[src/rtl/commit_trace_buffer.sv]
// Commit-trace capture: classifies each committing instruction and queues a stamped record for a host to drain.
// Optional TRACE_CYCLE_STAMP_EN stores a saturating cycle stamp per record.
module commit_trace_buffer #(
  parameter int DEPTH = 16
) (
  input  logic        clk,
  input  logic        rst,
  input  logic [15:0] pc,
  input  logic        reg_write,
  input  logic [3:0]  write_reg,
  input  logic [15:0] write_data,
  input  logic        mem_read,
  input  logic        mem_write,
  input  logic [15:0] mem_addr,
  input  logic [15:0] mem_data,
  input  logic        hlt,
  output logic        tr_valid,
  input  logic        tr_ready,
  output logic [2:0]  tr_kind,
  output logic [31:0] tr_inum,
  output logic [15:0] tr_pc,
  output logic [3:0]  tr_reg,
  output logic [15:0] tr_value,
  output logic [15:0] tr_addr,
  output logic [31:0] tr_cycle,
  output logic        overflow,
  output logic        halted,
  output logic        done
);
  localparam int AW = $clog2(DEPTH);
  localparam int CW = AW + 1;

  localparam logic [2:0] KIND_NOP   = 3'd0;
  localparam logic [2:0] KIND_REG   = 3'd1;
  localparam logic [2:0] KIND_LOAD  = 3'd2;
  localparam logic [2:0] KIND_STORE = 3'd3;
  localparam logic [2:0] KIND_HALT  = 3'd4;

  typedef struct packed {
    logic [2:0]  kind;
    logic [31:0] inum;
    logic [15:0] pc;
    logic [3:0]  regIdx;
    logic [15:0] value;
    logic [15:0] addr;
`ifdef TRACE_CYCLE_STAMP_EN
    logic [31:0] cycle;
`endif
  } rec_t;

`ifdef TRACE_CYCLE_STAMP_EN
  function automatic logic [31:0] satInc32(input logic [31:0] v);
    return (v == 32'hFFFF_FFFF) ? v : v + 32'd1;
  endfunction

  logic [31:0] cycleCnt;
`endif

  rec_t          mem [DEPTH];
  logic [AW-1:0] wrPtr;
  logic [AW-1:0] rdPtr;
  logic [CW-1:0] count;
  logic [31:0]   inum;

  rec_t rec_p0;
  logic vld_p0;
  logic full;
  logic empty;
  logic pushFire;
  logic popFire;
  logic dropFire;
  rec_t headRec;

  // Stage p0: classify the committing instruction
  always_comb begin
    rec_p0      = '0;
    rec_p0.inum = inum;
    rec_p0.pc   = pc;
`ifdef TRACE_CYCLE_STAMP_EN
    rec_p0.cycle = cycleCnt;
`endif
    if (reg_write) begin
      rec_p0.kind   = mem_read ? KIND_LOAD : KIND_REG;
      rec_p0.regIdx = write_reg;
      rec_p0.value  = write_data;
      rec_p0.addr   = mem_read ? mem_addr : 16'd0;
    end else if (hlt) begin
      rec_p0.kind = KIND_HALT;
    end else if (mem_write) begin
      rec_p0.kind  = KIND_STORE;
      rec_p0.value = mem_data;
      rec_p0.addr  = mem_addr;
    end else begin
      rec_p0.kind = KIND_NOP;
    end
  end

  assign vld_p0   = !halted;
  assign full     = (count == CW'(DEPTH));
  assign empty    = (count == '0);
  assign popFire  = !empty && tr_ready;
  // A pop frees the slot in the same edge, so a full FIFO can still accept
  assign pushFire = vld_p0 && (!full || popFire);
  assign dropFire = vld_p0 && full && !popFire;

  // Stage p1: FIFO control state
  always_ff @(posedge clk) begin
    if (rst) begin
      wrPtr    <= '0;
      rdPtr    <= '0;
      count    <= '0;
      inum     <= '0;
      overflow <= 1'b0;
      halted   <= 1'b0;
`ifdef TRACE_CYCLE_STAMP_EN
      cycleCnt <= '0;
`endif
    end else begin
      if (pushFire) wrPtr <= wrPtr + AW'(1);
      if (popFire)  rdPtr <= rdPtr + AW'(1);
      case ({pushFire, popFire})
        2'b10:   count <= count + CW'(1);
        2'b01:   count <= count - CW'(1);
        default: count <= count;
      endcase
      if (vld_p0) inum <= inum + 32'd1;
      if (dropFire) overflow <= 1'b1;
      if (vld_p0 && rec_p0.kind == KIND_HALT) halted <= 1'b1;
`ifdef TRACE_CYCLE_STAMP_EN
      cycleCnt <= satInc32(cycleCnt);
`endif
    end
  end

  always_ff @(posedge clk) begin
    if (pushFire) mem[wrPtr] <= rec_p0;
  end

  // Head presentation: zeroed whenever the FIFO is empty
  always_comb begin
    headRec = '0;
    if (!empty) headRec = mem[rdPtr];
  end

  assign tr_valid = !empty;
  assign tr_kind  = headRec.kind;
  assign tr_inum  = headRec.inum;
  assign tr_pc    = headRec.pc;
  assign tr_reg   = headRec.regIdx;
  assign tr_value = headRec.value;
  assign tr_addr  = headRec.addr;
`ifdef TRACE_CYCLE_STAMP_EN
  assign tr_cycle = headRec.cycle;
`else
  assign tr_cycle = 32'd0;
`endif
  assign done = halted && empty;

endmodule

[config.mk]
export PLATFORM = sky130hd
export DESIGN_NAME = commit_trace_buffer
export DESIGN_NICKNAME = d
export VERILOG_FILES = /design/src/rtl/commit_trace_buffer.sv
export SDC_FILE = /design/constraint.sdc
export NUM_CORES = 1
export LEC_CHECK = 0
export BUFFER_PORTS_ARGS = -buffer_cell sky130_fd_sc_hd__buf_2
export CORE_MARGIN = 8
export CORE_UTILIZATION = 35
export CTS_CLUSTER_DIAMETER = 150
export DETAILED_ROUTE_END_ITERATION = 12
export SETUP_SLACK_MARGIN = 0.2
export SLEW_MARGIN = 15
export SYNTH_ARGS = -nofsm -noshare
export SYNTH_HDL_FRONTEND = slang
export SYNTH_SLANG_ARGS = --single-unit
[constraint.sdc]
create_clock -name clk -period 7.95 [get_ports clk]
set_input_delay 1.1925 -clock clk [delete_from_list [all_inputs] [get_ports clk]]
set_output_delay 1.1925 -clock clk [all_outputs]
set_load 0.1 [all_outputs]
# == Yosys cells after proc, flatten, opt, wreduce, memory -nomap -nowiden ==
# Memories as Yosys holds them, arrays and structs flattened. A register that Yosys moved wholly into a read port is not among the register bits.
# Index checks and enable logic that the tools add are counted.
# Widths: inputs -> output; s select.
# word_totals
output_inout_bits,123
wordCells,44
reg_bits,47
mem_bits_rw,1392
memories,1
in_bits,75
# mem_list
memory,depth,word_bits,rd,rd_clocked_by_memory_dff,write_ports,line_no,rtl
mem,16,87,1,1,1,59,rec_t mem [DEPTH];
# classes
n_eq_ne,4
muxes,15
n_addsub,5
reduce_logical,13
# op_table
cell,n
$mux 32,3
$mux 87,1
$add 32x1->32 const B,1
$mux 16,1
$mux 4,3
$pmux 5 s2,1
$add 4x1->4 const B,2
$logic_and 1x1->1,6
$mux 3,2
$add 5x1->5 const B,1
$eq 5x5->1 const B,1
$logic_not 5->1,1
$sub 5x1->5 const B,1
$logic_not 1->1,4
$mux 2,2
$eq 3x3->1 const B,1
$eq 2x1->1 const B,1
$eq 2x2->1 const B,1
$mux 1,2
$reduce_bool 2->1,1
$logic_or 1x1->1,1

# == Depth between registers and ports, before layout ==
# Gate-level depths: netlist of run 1.
# logic_depth
word_depth,7
mapped_depth,9
mapped_depth_nobuf,8

# == Worst setup path before layout of run 1 ==
# OpenSTA, ideal clock, no wires.
# synth_path
kind,input-to-reg
from,input tr_ready
to,"memory mem[0][0] (netlist bit), enable pin"
arrival_ns,7.805
cell_stages,5
required_ns,7.311
slack_ns,-0.494
path_buffers,1
path_cell_list,buf_4 > nor2b_1 > a21oi_1 > nand2_1 > nor3_1
# synth_between
elab_chain_cells,5
# synth_rtl
element,line_no,rtl
from (decl),18,"input logic tr_ready,"
$logic_and 1x1->1,101,assign popFire = !empty && tr_ready;
$logic_or 1x1->1,103,assign pushFire = vld_p0 && (!full || popFire);
$logic_and 1x1->1,103,
$mux 1,136,if (pushFire) mem[wrPtr] <= rec_p0;
$mux 1 (not written as such),136,
to (decl),59,
# Every way passes these cells.

==> reports/qor.yml, run 1 <==
run_status:
  outcome: "complete, no violations"
sta:
  hold_violations: 0
  clock_skew_ns: 0.0182
  finalCritPeriodShare_pct: 66.9
  grt_setup_unrepaired: "no"
  worst_pin_slew_ns: 1.14
  relSlewSlack_pct: 23.4
  setup_violations: 0
  fmax_ghz: 0.188
  drv_slew: 0
  period_needed_ns: 5.32
  tns_ns: 0
global_route:
  grtUsageTotal_pct: 14.9
  antenna_found_initial: 5
  grt_pass1_vias: 27000
  grt_pass1_wl_mm: 189
  grt_remaining_overflow: 0
  grt_max_degree: 100
cells_and_area:
  final_cell_count_no_fill: 4929
  area_growth_pct: 14.2
  mostFrequentLayoutCell: "edfxtp_1"
  num-fill-cells: 13900
  drive_gt1_share_pct: 28.3
  fin_area_sq_mm: 0.0636
  final_cell_mix: "1,392 x edfxtp_1, 348 x mux4_2, 179 x mux2i_1"
  finalNetCount: 2822
clocking:
  root_buffer: "clkbuf_16"
  path_clk_slew_ns: 0.06
  clock_sinks: 1443
  h-tree-depth: 4
  cts_resized: 0
  cts_buffers: 144
  cts_hold_buf: 0
  cts_tree: "done"
  clkLatencyLatePin_ns: 0.76
  cts_setup_buffers: 0
  cts_buffer_depth: 3
synthesis:
  syn_area_per_cell_sq_um: 22.2
  synth-main-ff-cell: "edfxtp_1"
  ys_seq_area_share_pct: 76.9
  syn_inst: 2509
  yosysWarnings: 0
  syn_area_sq_mm: 0.0557
  async_flop_share_pct: 0
  synth_cell_types: 53
  ys_ff_latch: 1443
  synth_edf_count: 1392
min_path:
  holdPathStages: 2
  min_from: "rdPtr[3]"
  hp-class: "reg2reg"
route:
  ant_nets: 0
  via_count: 25700
  post-route-drc-count: 0
  finalWirelength_mm: 131
  initialDrtViolationCount: 2179
  firstDrtPassIters: 5
  viasPerCell: 5.22
  wl_per_cell_um: 26.5
placement:
  routabilityCongestion: 0.694
  port_buffers: 165
  dpl_cell_area_sq_mm: 0.0591
  hpwl_mm: 67.4
  placed_cells: 4665
setup_path:
  reg2reg_to: "mem[2][14]"
  critical_path.startpoint_type: "flip-flop"
  worstSetupPathType: "reg2out"
  timing.reg2reg.setup_slack_ns: 4.44
  crit_required_ns: 6.76
  r2r_cells: 6
  end_kind: "output pin"
  path_max_fanout: 57
  timing.rr.start: "count[1]"
  crit_arrival_ns: 4.13
power:
  power_density_mw_per_mm2: 343
  vdd_drop_max_uv: 332
  power_leakage_nw: 19.6
run:
  drv_cap: 0
floorplanning:
  coreArea_sq_mm: 0.158
  fp.dieH_um: 415
  rows: 146
  start_util_pct: 35.2
  die_area_sq_mm: 0.172
  die_x_um: 415
  ios: 198
[cell usage after synthesis (2+ instances only)]
library cell / number / share of area, %
a21o_1: 2 / 0.027
a31oi_1: 3 / 0.034
nand2_1: 17 / 0.11
buf_1: 16 / 0.11
a211oi_1: 2 / 0.027
o211ai_1: 3 / 0.040
nand2b_1: 3 / 0.034
nor2_1: 53 / 0.36
nor2b_1: 15 / 0.17
nand3b_1: 2 / 0.027
nor4_1: 5 / 0.056
a21oi_1: 13 / 0.12
mux4_2: 348 / 14
mux2i_1: 179 / 3.2
o41ai_1: 2 / 0.031
buf_2: 62 / 0.56
xor2_1: 9 / 0.14
and3_1: 5 / 0.056
ha_1: 8 / 0.18
o21ai_0: 8 / 0.072
clkbuf_1: 56 / 0.38
xnor2_1: 10 / 0.16
o31ai_1: 3 / 0.040
buf_4: 36 / 0.49
inv_1: 10 / 0.067
edfxtp_1: 1392 / 75
or3_1: 9 / 0.10
a22o_1: 16 / 0.25
nand3_1: 14 / 0.13
and2_1: 20 / 0.22
dfxtp_1: 51 / 1.8
mux2_2: 12 / 0.24
or4_1: 4 / 0.054
nand4_1: 8 / 0.090
o22ai_1: 87 / 0.98
nor3_1: 7 / 0.063
and4_1: 3 / 0.047
[final cells by class]
| class | count | area [sq um] | share of cell area, % |
|---|---|---|---|
| timing repair buffer | 224 | 1390 | 2.19 |
| clock inverter | 68 | 628 | 0.988 |
| multi-input combinational | 916 | 12200 | 19.2 |
| antenna | 4 | 10.0 | 0.0157 |
| tap | 2072 | 2590 | 4.08 |
| clock buffer | 192 | 3860 | 6.07 |
| inverter | 10 | 37.5 | 0.0590 |
| sequential | 1443 | 42800 | 67.4 |
[through the flow]
step / setup slack, ns / utilization, % / total power, W / hold slack, ns
after detailed placement: 3.27 / 37.4 / 0.0156 / 0.527
after global routing: 2.25 / 40.2 / 0.0226 / 0.584
after CTS: 2.41 / 40.2 / 0.0222 / 0.551
after global placement: 3.09 / 37.3 / 0.0156 / 0.500
final: 2.63 / 40.2 / 0.0218 / 0.556
after floorplan: 1.86 / - / 0.0141 / 0.485
[power breakdown]
group | switching [W] | internal (W) | leakage [nW]
registers | 0.000184 | 0.00872 | 13.3
clock network | 0.00281 | 0.00369 | 2.18
logic | 0.00469 | 0.00173 | 4.14
[per-layer routing]
metal / GRT usage (%) / vias up / part of all wire [%]
met5: 0 / - / 0.0069
met4: 4.71 / 2 / 2.6
met3: 2.79 / 175 / 5.1
met2: 26.1 / 645 / 52
met1: 18.6 / 13900 / 41
li1: - / 11000 / -
[sequential cells by signal (all words and copies together) (netlist names), named ones only]
register and flops:
halted 1, rdPtr 4, overflow 1, mem 1392
count 5, wrPtr 4, inum 32
[critical path, stage by stage (launching register included)]
cell and delay, ns:
dfxtp_4 0.93, buf_4 0.81, mux4_2 0.35, mux2i_1 0.10, o22ai_1 0.59, buf_2 0.55
[logic make-up (layout without fill, tap and decap cells)]
group | count (synthesis) | after routing | synth area share [%]
buf+inv | 181 | 494 | 1.62
mux | 540 | 540 | 17.6
fa+ha+maj | 8 | 8 | 0.180
other cells | 1 | 36 | 0.00673
xor+xnor | 19 | 19 | 0.299
simple gates | 174 | 174 | 1.72
compound gates | 143 | 143 | 1.71
flops | 1443 | 1443 | 76.9
[how the worst max path moves through the flow]
| stage | startpoint | to | slack, ns |
|---|---|---|---|
| finish | flip-flop | tr_inum[21] | 2.63 |
| global route | flip-flop | tr_inum[25] | 2.25 |
| floorplan | tr_ready | mem[10][0] | 1.86 |
| global placement | count[1] | tr_inum[19] | 3.09 |
| detailed placement | flip-flop | tr_inum[25] | 3.27 |
| CTS | flip-flop | tr_inum[25] | 2.41 |
Power figures use the tool's default switching activity.
==> run 2: changes to the inputs <==
- ABC_AREA: default -> 1
- clock period: 7.95 -> 5.4 ns (I/O delays scaled with it)
==> run 2 against run 1 <==
  * Critical path depth grew 2
  * Worst hold slack lost 0.13 ns
  * Utilization shrank 0.19 points
  * Largest cell class unchanged
  * Clock power grew 51%
  * Clock-buffer cell count grew 3
  * Critical endpoint unchanged
  * Largest power group unchanged
  * Clock skew grew 0.0082 ns
  * Sequential power grew 48%
  * Cell count grew 35%
  * Global-route usage grew 2.4 points
  * Synthesized cell count grew 69%
==> reports/qor.yml, run 2 <==
floorplanning:
  die_area_sq_mm: 0.176  # was 0.172 sq mm
  fp.dieH_um: 420  # was 415 um
  coreArea_sq_mm: 0.162  # was 0.158 sq mm
  die_x_um: 420  # was 415 um
  rows: 148  # was 146
  ios: 198  # unchanged
  start_util_pct: 35.1  # was 35.2%
setup_path:
  cp_cell_sequence: "inv_8 > buf_4 > o21ai_0 > o221ai_1 > o211ai_1 > a21oi_1 > buf_2"  # was buf_4 > mux4_2 > mux2i_1 > o22ai_1 > buf_2
  cp.depth: 7  # was 5
  r2r_cells: 6  # unchanged
  end_kind: "output pin"  # unchanged
  worstSetupPathType: "reg2out"  # unchanged
  crit_family: "buffers and inverters"  # unchanged
  path_max_fanout: 93  # was 57
  slowest_stage: "dfxtp_4"  # unchanged
  crit_required_ns: 4.59  # was 6.76 ns
  worst-path-buf-inv: 3  # was 2
  crit_arrival_ns: 3.87  # was 4.13 ns
  critical-path-max-stage-delay_ns: 0.57  # was 0.93 ns
  critical_path.startpoint_type: "flip-flop"  # unchanged
sta:
  setup_violations: 0  # unchanged
  grt_setup_unrepaired: "no"  # unchanged
  drv_slew: 0  # unchanged
  fmax_ghz: 0.214
  clock_skew_ns: 0.0264  # was 0.0182 ns
  relSlewSlack_pct: 22.5  # was 23.4%
  period_needed_ns: 4.68
  finalCritPeriodShare_pct: 86.7
  tns_ns: 0  # unchanged
  hold_violations: 0  # unchanged
  worst_pin_slew_ns: 1.16  # was 1.14 ns
synthesis:
  syn_inst: 4249  # was 2,509
  synth_edf_count: 1392  # unchanged
  synth_cell_types: 33  # was 53
  syn_area_per_cell_sq_um: 13.4  # was 22.2 sq um
  ys_ff_latch: 1443  # unchanged
  synth_area_leaders: "edfxtp_1 73%, o21ai_0 5.9%, nor2_1 5.1%, o221ai_1 3.8%, dfxtp_1 1.8%"  # was edfxtp_1 75%, mux4_2 14%, mux2i_1 3.2%, dfxtp_1 1.8%, o22ai_1 0.98%
  synthMostInstantiatedCell: "edfxtp_1"  # unchanged
  async_flop_share_pct: 0  # unchanged
  ys_seq_area_share_pct: 75.1  # was 76.9%
  yosysTopAreaCell: "edfxtp_1"  # unchanged
  yosysWarnings: 0  # unchanged
  synth-main-ff-cell: "edfxtp_1"  # unchanged
  synthTopCellsByCount: "1,392 x edfxtp_1, 781 x nor2_1, 667 x o21ai_0, 246 x o221ai_1, 231 x clkbuf_1"  # was 1,392 x edfxtp_1, 348 x mux4_2, 179 x mux2i_1, 87 x o22ai_1, 62 x buf_2
  synth_top_cell_area_share_pct: 73.3  # was 75.1%
  syn_area_sq_mm: 0.0570  # was 0.0557 sq mm
route:
  via_count: 36200  # was 25,700
  viasPerCell: 5.46  # was 5.22
  firstDrtPassIters: 6  # was 5
  finalWirelength_mm: 158  # was 131 mm
  initialDrtViolationCount: 3651  # was 2,179
  wl_per_cell_um: 23.8  # was 26.5 um
  post-route-drc-count: 0  # unchanged
  ant_nets: 0  # unchanged
global_route:
  grt.met3_usage_pct: 2.71  # was 2.79%
  grt_max_degree: 198  # was 100
  antenna_found_initial: 5  # unchanged
  grt.busiest_layer: "met2"  # unchanged
  grt_pass1_vias: 35400  # was 27,000
  grtUsageTotal_pct: 17.3  # was 14.9%
  grt_remaining_overflow: 0  # unchanged
  grt_util_met2_pct: 29.2  # was 26.1%
  use_met1_pct: 23.0  # was 18.6%
  grt_pass1_wl_mm: 230  # was 189 mm
cells_and_area:
  mostFrequentLayoutCell: "edfxtp_1"  # unchanged
  area_growth_pct: 13.9  # was 14.2%
  final_cell_mix: "1,392 x edfxtp_1, 765 x nor2_1, 662 x o21ai_0"  # was 1,392 x edfxtp_1, 348 x mux4_2, 179 x mux2i_1
  drive_gt1_share_pct: 10.9  # was 28.3%
  finalNetCount: 4431  # was 2,822
  reg.largest.list: "mem (1392), inum (32), count (5)"  # unchanged
  largest_register_ffs: 1392  # unchanged
  top_register: "mem"  # unchanged
run_status:
  outcome: "complete, no violations"  # unchanged
clocking:
  h-tree-depth: 4  # unchanged
  clkLatencyLatePin_ns: 0.77  # was 0.76 ns
  cts_resized: 0  # unchanged
  cts_buffers: 148  # was 144
  cts_buffer_depth: 3  # unchanged
  clock_sinks: 1443  # unchanged
  cts_setup_buffers: 0  # unchanged
  root_buffer: "clkbuf_16"  # unchanged
  cts_hold_buf: 0  # unchanged
  cts_tree: "done"  # unchanged
  path_clk_slew_ns: 0.06  # about the same
placement:
  port_buffers: 165  # unchanged
  routabilityCongestion: 0.771  # was 0.694
  hpwl_mm: 76.8  # was 67.4 mm
power:
  p_comb_share_pct: 35.0  # was 29.4%
  intPower_w: 0.0208  # was 0.0141 W
  power_density_mw_per_mm2: 545  # was 343 mW/mm^2
  power_leakage_nw: 20.8  # was 19.6 nW
  vdd_drop_max_uv: 492  # was 332 uV
  power_w: 0.0354  # was 0.0218 W
  swShare_pct: 41.3  # was 35.2%
  seqPwrFrac_pct: 37.2  # was 40.8%
  pwr-share-clk_pct: 27.8  # was 29.8%
  p_switching_w: 0.0146  # was 0.00769 W
min_path:
  hp-class: "in2reg"  # was reg2reg
  holdPathStages: 1  # was 2
run:
  drv_cap: 0  # unchanged
==> run 2: cell types whose count changed after synthesis, moves of 28 or more <==
cell      previous run  this run
nor2_1              53       781
o21ai_0              8       667
mux4_2             348         0
o221ai_1             0       246
mux2i_1            179         0
clkbuf_1            56       231
a21oi_1             13       121
nand2_1             17       125
o211ai_1             3       102
nand3_1             14        98
inv_1               10        86
o21ai_1              0        67
buf_4               36        68
buf_2               62        34
==> run 2: final timing paths <==
path | startpoint | endpoint | slack, ns
setup / recovery | flip-flop | tr_inum[21] | 0.72
setup reg to reg | halted | mem[4][5] | 2.14
hold reg to reg | rdPtr[3] | flip-flop | 0.46
hold / removal | pc[6] | mem[11][42] | 0.42
==> run 2: layout make-up <==
| class | count | area (sq um) |
|---|---|---|
| multi-input cells | 2405 | 12500 |
| inverters | 89 | 373 |
| clock buffers | 195 | 4070 |
| diodes | 2 | 5.00 |
| repair buffers | 261 | 1880 |
| clock inverters | 70 | 564 |
| well taps | 2175 | 2720 |
| fillers | 15000 | 97300 |
| flip-flops and latches | 1443 | 42800 |
==> run 2: layer usage <==
layer | share of wire (%) | vias up
met2 | 48 | 1396
met5 | 0 | -
met3 | 7.0 | 256
met4 | 2.3 | 0
met1 | 42 | 18400
li1 | - | 16200
==> run 2: through the flow <==
stage	cells	cell area, sq um	setup slack [ns]	utilization [%]	hold WS, ns
finish	6640	64900	0.716	40.0	0.421
global route	6638	64900	0.514	40.0	0.388
CTS	6638	64900	0.625	40.0	0.350
detailed placement	6373	60300	1.48	37.2	0.456
global placement	6373	60300	1.48	37.2	0.445
floorplan	4280	57100	-0.164	-	0.436
==> run 2: logic make-up after synthesis <==
logic type	after synthesis	share of synthesized area (%)
xor+xnor	17	0.261
other cells	1	0.00658
buf+inv	432	3.45
fa+ha+maj	8	0.176
simple gates	1038	7.17
compound gates	1310	13.8
flops	1443	75.1
==> run 2: worst register-to-register path: cells and delay by family (launching register included) <==
| family | cells | cell delay (ns) |
|---|---|---|
| buf+inv | 3 | 1.30 |
| flops | 1 | 0.31 |
| simple gates | 3 | 1.26 |
==> run 2: power groups by stage <==
stage | Combinational [W] | Sequential [W] | Clock, W
CTS | 0.0125 | 0.0132 | 0.0100
global route | 0.0131 | 0.0132 | 0.0104
global placement | 0.0124 | 0.0134 | 0
detailed placement | 0.0125 | 0.0134 | 0
finish | 0.0124 | 0.0132 | 0.00983
floorplan | 0.00927 | 0.0133 | 0
